### src/rtl/sm_pkg.sv
// Shared types for the bit-serial sign-magnitude adder/subtractor.
// Holds FSM state and operation enums plus the counter-width helper.
package sm_pkg;

    typedef enum logic [1:0] {
        IDLE,
        PREP,
        SHIFT
    } state_t;

    typedef enum logic {
        OP_ADD,
        OP_SUB
    } op_t;

    // Bit counter width for an m-bit magnitude walk.
    function automatic int cnt_width(input int m);
        return $clog2(m) + 1;
    endfunction

endpackage

### src/rtl/sm_serial_bit.sv
// One-bit full adder/subtractor with a registered carry/borrow.
// Ports: clk, rst, clr (zero carry), en (advance carry), op, a, b -> s, cout.
module sm_serial_bit
    import sm_pkg::*;
(
    input  logic clk,
    input  logic rst,
    input  logic clr,
    input  logic en,
    input  op_t  op,
    input  logic a,
    input  logic b,
    output logic s,
    output logic cout
);

    logic carry;

    always_comb begin
        s    = a ^ b ^ carry;
        cout = 1'b0;
        unique case (op)
            OP_ADD: cout = (a & b) | (carry & (a ^ b));
            OP_SUB: cout = (~a & b) | (~(a ^ b) & carry);
            default: cout = 1'b0;
        endcase
    end

    always_ff @(posedge clk) begin
        if (rst) begin
            carry <= 1'b0;
        end else if (clr) begin
            carry <= 1'b0;
        end else if (en) begin
            carry <= cout;
        end
    end

endmodule

### src/rtl/sm_addsub_serial.sv
// Bit-serial sign-magnitude add/sub with start/done handshake.
// Ports: clk, rst, start, num1, num2, selection -> busy, done, result, zeroflag.
module sm_addsub_serial
    import sm_pkg::*;
#(
    parameter int W = 4
) (
    input  logic         clk,
    input  logic         rst,
    input  logic         start,
    input  logic [W-1:0] num1,
    input  logic [W-1:0] num2,
    input  logic         selection,
    output logic         busy,
    output logic         done,
    output logic [W:0]   result,
    output logic         zeroflag
);

    localparam int M  = W - 1;
    localparam int CW = cnt_width(M);

    state_t         state;
    op_t            op_q;
    logic [W-1:0]   a_cap;
    logic [W-1:0]   b_cap;
    logic           sel_cap;
    logic [M-1:0]   a_sr;
    logic [M-1:0]   b_sr;
    logic [M-1:0]   r_sr;
    logic           sign_q;
    logic [CW-1:0]  cnt;

    logic [M-1:0]   ma;
    logic [M-1:0]   mb;
    logic           sa;
    logic           sb;
    logic           swap;
    logic           big_sign;
    op_t            prep_op;
    logic           prep_sign;

    logic           s_bit;
    logic           c_bit;
    logic [M-1:0]   r_nxt;
    logic [M:0]     mag_nxt;
    logic           last;

    // Operand conditioning: larger magnitude always goes to the A
    // register so subtraction never ends with an outstanding borrow.
    always_comb begin
        ma        = a_cap[M-1:0];
        mb        = b_cap[M-1:0];
        sa        = a_cap[W-1];
        sb        = b_cap[W-1] ^ sel_cap;
        swap      = (mb > ma);
        big_sign  = swap ? sb : sa;
        prep_op   = (sa == sb) ? OP_ADD : OP_SUB;
        prep_sign = (prep_op == OP_ADD) ? sa : big_sign;
    end

    sm_serial_bit u_bit (
        .clk  (clk),
        .rst  (rst),
        .clr  (state == PREP),
        .en   (state == SHIFT),
        .op   (op_q),
        .a    (a_sr[0]),
        .b    (b_sr[0]),
        .s    (s_bit),
        .cout (c_bit)
    );

    // Result bits enter at the top and walk down, so after M shifts
    // bit 0 of the magnitude sits at r_sr[0].
    always_comb begin
        r_nxt   = (r_sr >> 1) | (M'(s_bit) << (M - 1));
        mag_nxt = {(op_q == OP_ADD) ? c_bit : 1'b0, r_nxt};
        last    = (cnt == CW'(M - 1));
    end

    always_ff @(posedge clk) begin
        if (rst) begin
            state    <= IDLE;
            op_q     <= OP_ADD;
            a_cap    <= '0;
            b_cap    <= '0;
            sel_cap  <= 1'b0;
            a_sr     <= '0;
            b_sr     <= '0;
            r_sr     <= '0;
            sign_q   <= 1'b0;
            cnt      <= '0;
            busy     <= 1'b0;
            done     <= 1'b0;
            result   <= '0;
            zeroflag <= 1'b1;
        end else begin
            done <= 1'b0;
            unique case (state)
                IDLE: begin
                    if (start) begin
                        a_cap   <= num1;
                        b_cap   <= num2;
                        sel_cap <= selection;
                        busy    <= 1'b1;
                        state   <= PREP;
                    end
                end
                PREP: begin
                    a_sr   <= swap ? mb : ma;
                    b_sr   <= swap ? ma : mb;
                    op_q   <= prep_op;
                    sign_q <= prep_sign;
                    r_sr   <= '0;
                    cnt    <= '0;
                    state  <= SHIFT;
                end
                SHIFT: begin
                    a_sr <= a_sr >> 1;
                    b_sr <= b_sr >> 1;
                    r_sr <= r_nxt;
                    cnt  <= cnt + CW'(1);
                    if (last) begin
                        // No negative zero on the output.
                        result   <= {(mag_nxt == '0) ? 1'b0 : sign_q,
                                     mag_nxt};
                        zeroflag <= (mag_nxt == '0);
                        done     <= 1'b1;
                        busy     <= 1'b0;
                        state    <= IDLE;
                    end
                end
                default: state <= IDLE;
            endcase
        end
    end

endmodule
### config.mk
export PLATFORM = sky130hd
export DESIGN_NAME = sm_addsub_serial
export DESIGN_NICKNAME = d
export VERILOG_FILES = /design/src/rtl/sm_pkg.sv /design/src/rtl/sm_serial_bit.sv /design/src/rtl/sm_addsub_serial.sv
export SDC_FILE = /design/constraint.sdc
export NUM_CORES = 1
export LEC_CHECK = 0
export CAP_MARGIN = 10
export CORE_MARGIN = 3
export CORE_UTILIZATION = 30
export CTS_CLUSTER_DIAMETER = 200
export CTS_CLUSTER_SIZE = 40
export DETAILED_ROUTE_END_ITERATION = 12
export DONT_BUFFER_PORTS = 1
export GPL_ROUTABILITY_DRIVEN = 0
export PLACE_DENSITY = 0.46
export SLEW_MARGIN = 10
export SYNTH_ARGS = -nofsm -noshare
export SYNTH_HDL_FRONTEND = slang
export SYNTH_SLANG_ARGS = --single-unit
### constraint.sdc
create_clock -name clk -period 2 [get_ports clk]
set_input_delay 0.2 -clock clk [delete_from_list [all_inputs] [get_ports clk]]
set_output_delay 0.2 -clock clk [all_outputs]
set_load 0.1 [all_outputs]
==> impl_metrics.tcl <==
set metrics [dict create \
    die_w_um 77.25 \
    dp_hpwl_um 2120 \
    placementRows 25 \
    track_usage_pct 10.52 \
    slowest_delay_ns 0.51 \
    nets 200 \
    grt_max_degree 26 \
    yosysSeqAreaShare_pct 43.39 \
    ys_types 33 \
    synth_top_area_share_pct 43.39 \
    vias 1147 \
    antenna_found_initial 0 \
    antenna_cells 0 \
    syn_nets 193 \
    ys_seq_elements 33 \
    fin_crit_ns 1.794 \
    maxCapViolCount 0 \
    grt_pass1_wl_um 5016 \
    dr.pass1.iters 4 \
    switching_share_pct 27.87 \
    synth-edff-count 0 \
    gr-total-overflow 0 \
    cts_resized 0 \
    drtIter0Drc 18 \
    max_slew_margin_pct 39.88 \
    drive_above_1_share_pct 11.17 \
    crit_family "simple AND/OR/NAND/NOR gates" \
    syn-mean-instance-area_sq_um 8.905 \
    wl_per_cell_um 11.70 \
    htreeDepth 2 \
    drc 0 \
    worst-endpoint-arrival_ns 1.92 \
    synth_area_leader_cell "dfxtp_1" \
    endpoint_kind "register" \
    slowest_stage "fa_1" \
    pwr-share-clk_pct 35.9 \
    power_leakage_nw 0.7293 \
    critPathKind "register to register" \
    worst_slack_ns 0.2058 \
    nFillCells 530 \
    synthesis.area_sq_mm 0.001523 \
    clk_latency_ns 0.28 \
    synth_area_leaders "dfxtp_1, mux2i_1, ha_1, nand2_1, a21oi_1" \
    fin_hold_ws_ns 0.01962 \
    start_kind "register" \
    setup_violations 0 \
    required_ns 2.12 \
    vias_per_cell 4.663 \
    routed_wl_um 2879 \
    io_buffers 0 \
    rsz0062_at_grt "false" \
    status "finished clean" \
    pwr-share-comb_pct 17.2 \
    cts_buffer_depth 2 \
    io_pins 20 \
    tightestPinTransition_ns 0.8988 \
    ant_nets 0 \
    fin_tns_setup_ns 0 \
    cts_buffers 5 \
    dpl_worst_slack_ns 0.2566 \
    postCtsSetupBuffers 0 \
    area_growth_pct 14.13 \
    power_switching_mw 0.4259 \
    ir_drop_mv 0.3098 \
    grt_pass1_vias 1174 \
    hp-class "input port to register" \
    core_area_sq_mm 0.004817 \
    yosysWarningCount 0 \
    cp_max_fo 3 \
    path_buf_inv 1 \
    worstPathCellList "inv_1 -> fa_1 -> or4_1 -> nand3_1 -> a21oi_1" \
    dieHeight_um 77.25 \
    async_flop_share_pct 0 \
    syn_inst 171 \
    die_area_sq_mm 0.005967 \
    skew_ns 0.009460 \
    synth_flop_cell "dfxtp_1" \
    p_seq_share_pct 47.0 \
    fmax_mhz 557.3 \
    start_util_pct 31.61 \
    drv_slew 0 \
    intPower_mw 1.102 \
    pwr_density_cell_mw_per_mm2 879.4 \
    clkTransAtPathRegs_ns 0.07 \
    finalCritPeriodShare_pct 89.71 \
    cts_tree "yes" \
    hold_viol_final 0 \
    cts-root-buf "clkbuf_8" \
    clock_sinks 33 \
]
[synth_stat cells, drive strengths merged (2+ instances only)]
cell    number
a21oi       17
a22oi        8
and2         2
buf          5
clkbuf       4
dfxtp       33
fa           2
ha           8
inv         12
mux2i       14
nand2       26
nand3b       2
nor2        15
nor2b        2
o21ai        3
o22ai        4
xor2         2
[per-stage QoR]
step,utilization [%],area [sq um],total power [mW],cells
2_1_floorplan,-,1523,0.9526,171
3_3_place_gp,33.77,1627,0.9820,237
3_5_place_dp,33.77,1627,0.9906,237
4_1_cts,36.08,1738,1.553,246
5_1_grt,36.08,1738,1.624,246
6_report,36.08,1738,1.528,246
[final timing paths]
kind | startpoint | end | slack [ns] | cells past startpoint
worst min register to register | b_sr[2]$_SDFFE_PP0P_ | b_sr[2]$_SDFFE_PP0P_ | 0.45 | 2
worst max register to register | b_sr[0]$_SDFFE_PP0P_ | result[4]$_SDFFE_PP0P_ | 0.21 | 5
worst max-delay path | b_sr[0]$_SDFFE_PP0P_ | result[4]$_SDFFE_PP0P_ | 0.21 | 5
worst min-delay path | rst | zeroflag$_SDFFE_PP1P_ | 0.02 | 1
[cell families after synthesis]
group	after synthesis	synth area share, %
compound gates	36	15.12
xor+xnor	2	1.151
fa+ha+maj	10	9.203
buf+inv	21	5.587
flops	33	43.39
mux	14	9.203
simple gates	55	16.35
[area by class of cell]
type                    instances  area, sq um  share of cell area [%]
inverters                      12        45.04                   2.592
well taps                      67        83.83                   4.824
flip-flops and latches         33        660.6                   38.01
repair buffers                  9        70.07                   4.032
clock inverters                 1        5.005                  0.2880
multi-input cells             117        777.0                   44.71
clock buffers                   7        96.34                   5.544
[layer usage]
| metal | part of all wire, % | GRT usage (%) | wire, um | up-vias |
|---|---|---|---|---|
| met4 | 0.66 | 3.737 | 19 | 0 |
| met5 | 0 | 0 | 0 | - |
| li1 | - | - | - | 597 |
| met1 | 48 | 12.47 | 1374 | 521 |
| met2 | 46 | 17.10 | 1329 | 27 |
| met3 | 5.4 | 4.225 | 156 | 2 |
[sequential cells by signal, indices dropped and copies added, names as in the netlist, 2 cells and up]
signal	count
a_cap	4
a_sr	3
b_cap	4
b_sr	3
cnt	3
r_sr	2
result	5
state	2
[power by group through the flow]
stage	clock, mW	sequential [mW]	combinational [mW]
after floorplan	0	0.747	0.205
after global placement	0	0.732	0.250
after detailed placement	0	0.734	0.257
after CTS	0.567	0.719	0.267
after global routing	0.601	0.722	0.301
final	0.548	0.718	0.262
[worst register-to-register path, cell delays in order (launching register included)]
cell and delay, ns:
dfxtp_1 0.38, inv_1 0.08, fa_1 0.51, or4_1 0.51, nand3_1 0.10, a21oi_1 0.06
[cells in the final DEF, fill, tap and decap left out, types with 2 or more instances in the layout]
master and n:
dfxtp_1 33, nand2_1 26, a21oi_1 16, nor2_1 15, mux2i_1 14, inv_1 11
a22oi_1 8, ha_1 8, buf_4 8, clkbuf_8 7, o22ai_1 4, nand3b_1 2
nor2b_1 2, xor2_1 2, o21ai_1 2, fa_1 2
[what timing repair did]
action                                 in CTS  in global routing
hold buffers                                1                  0
setup endpoints to repair                   0                  0
endpoints found under the hold margin      25                  0
No activity file was read; power rests on OpenSTA's default activity.
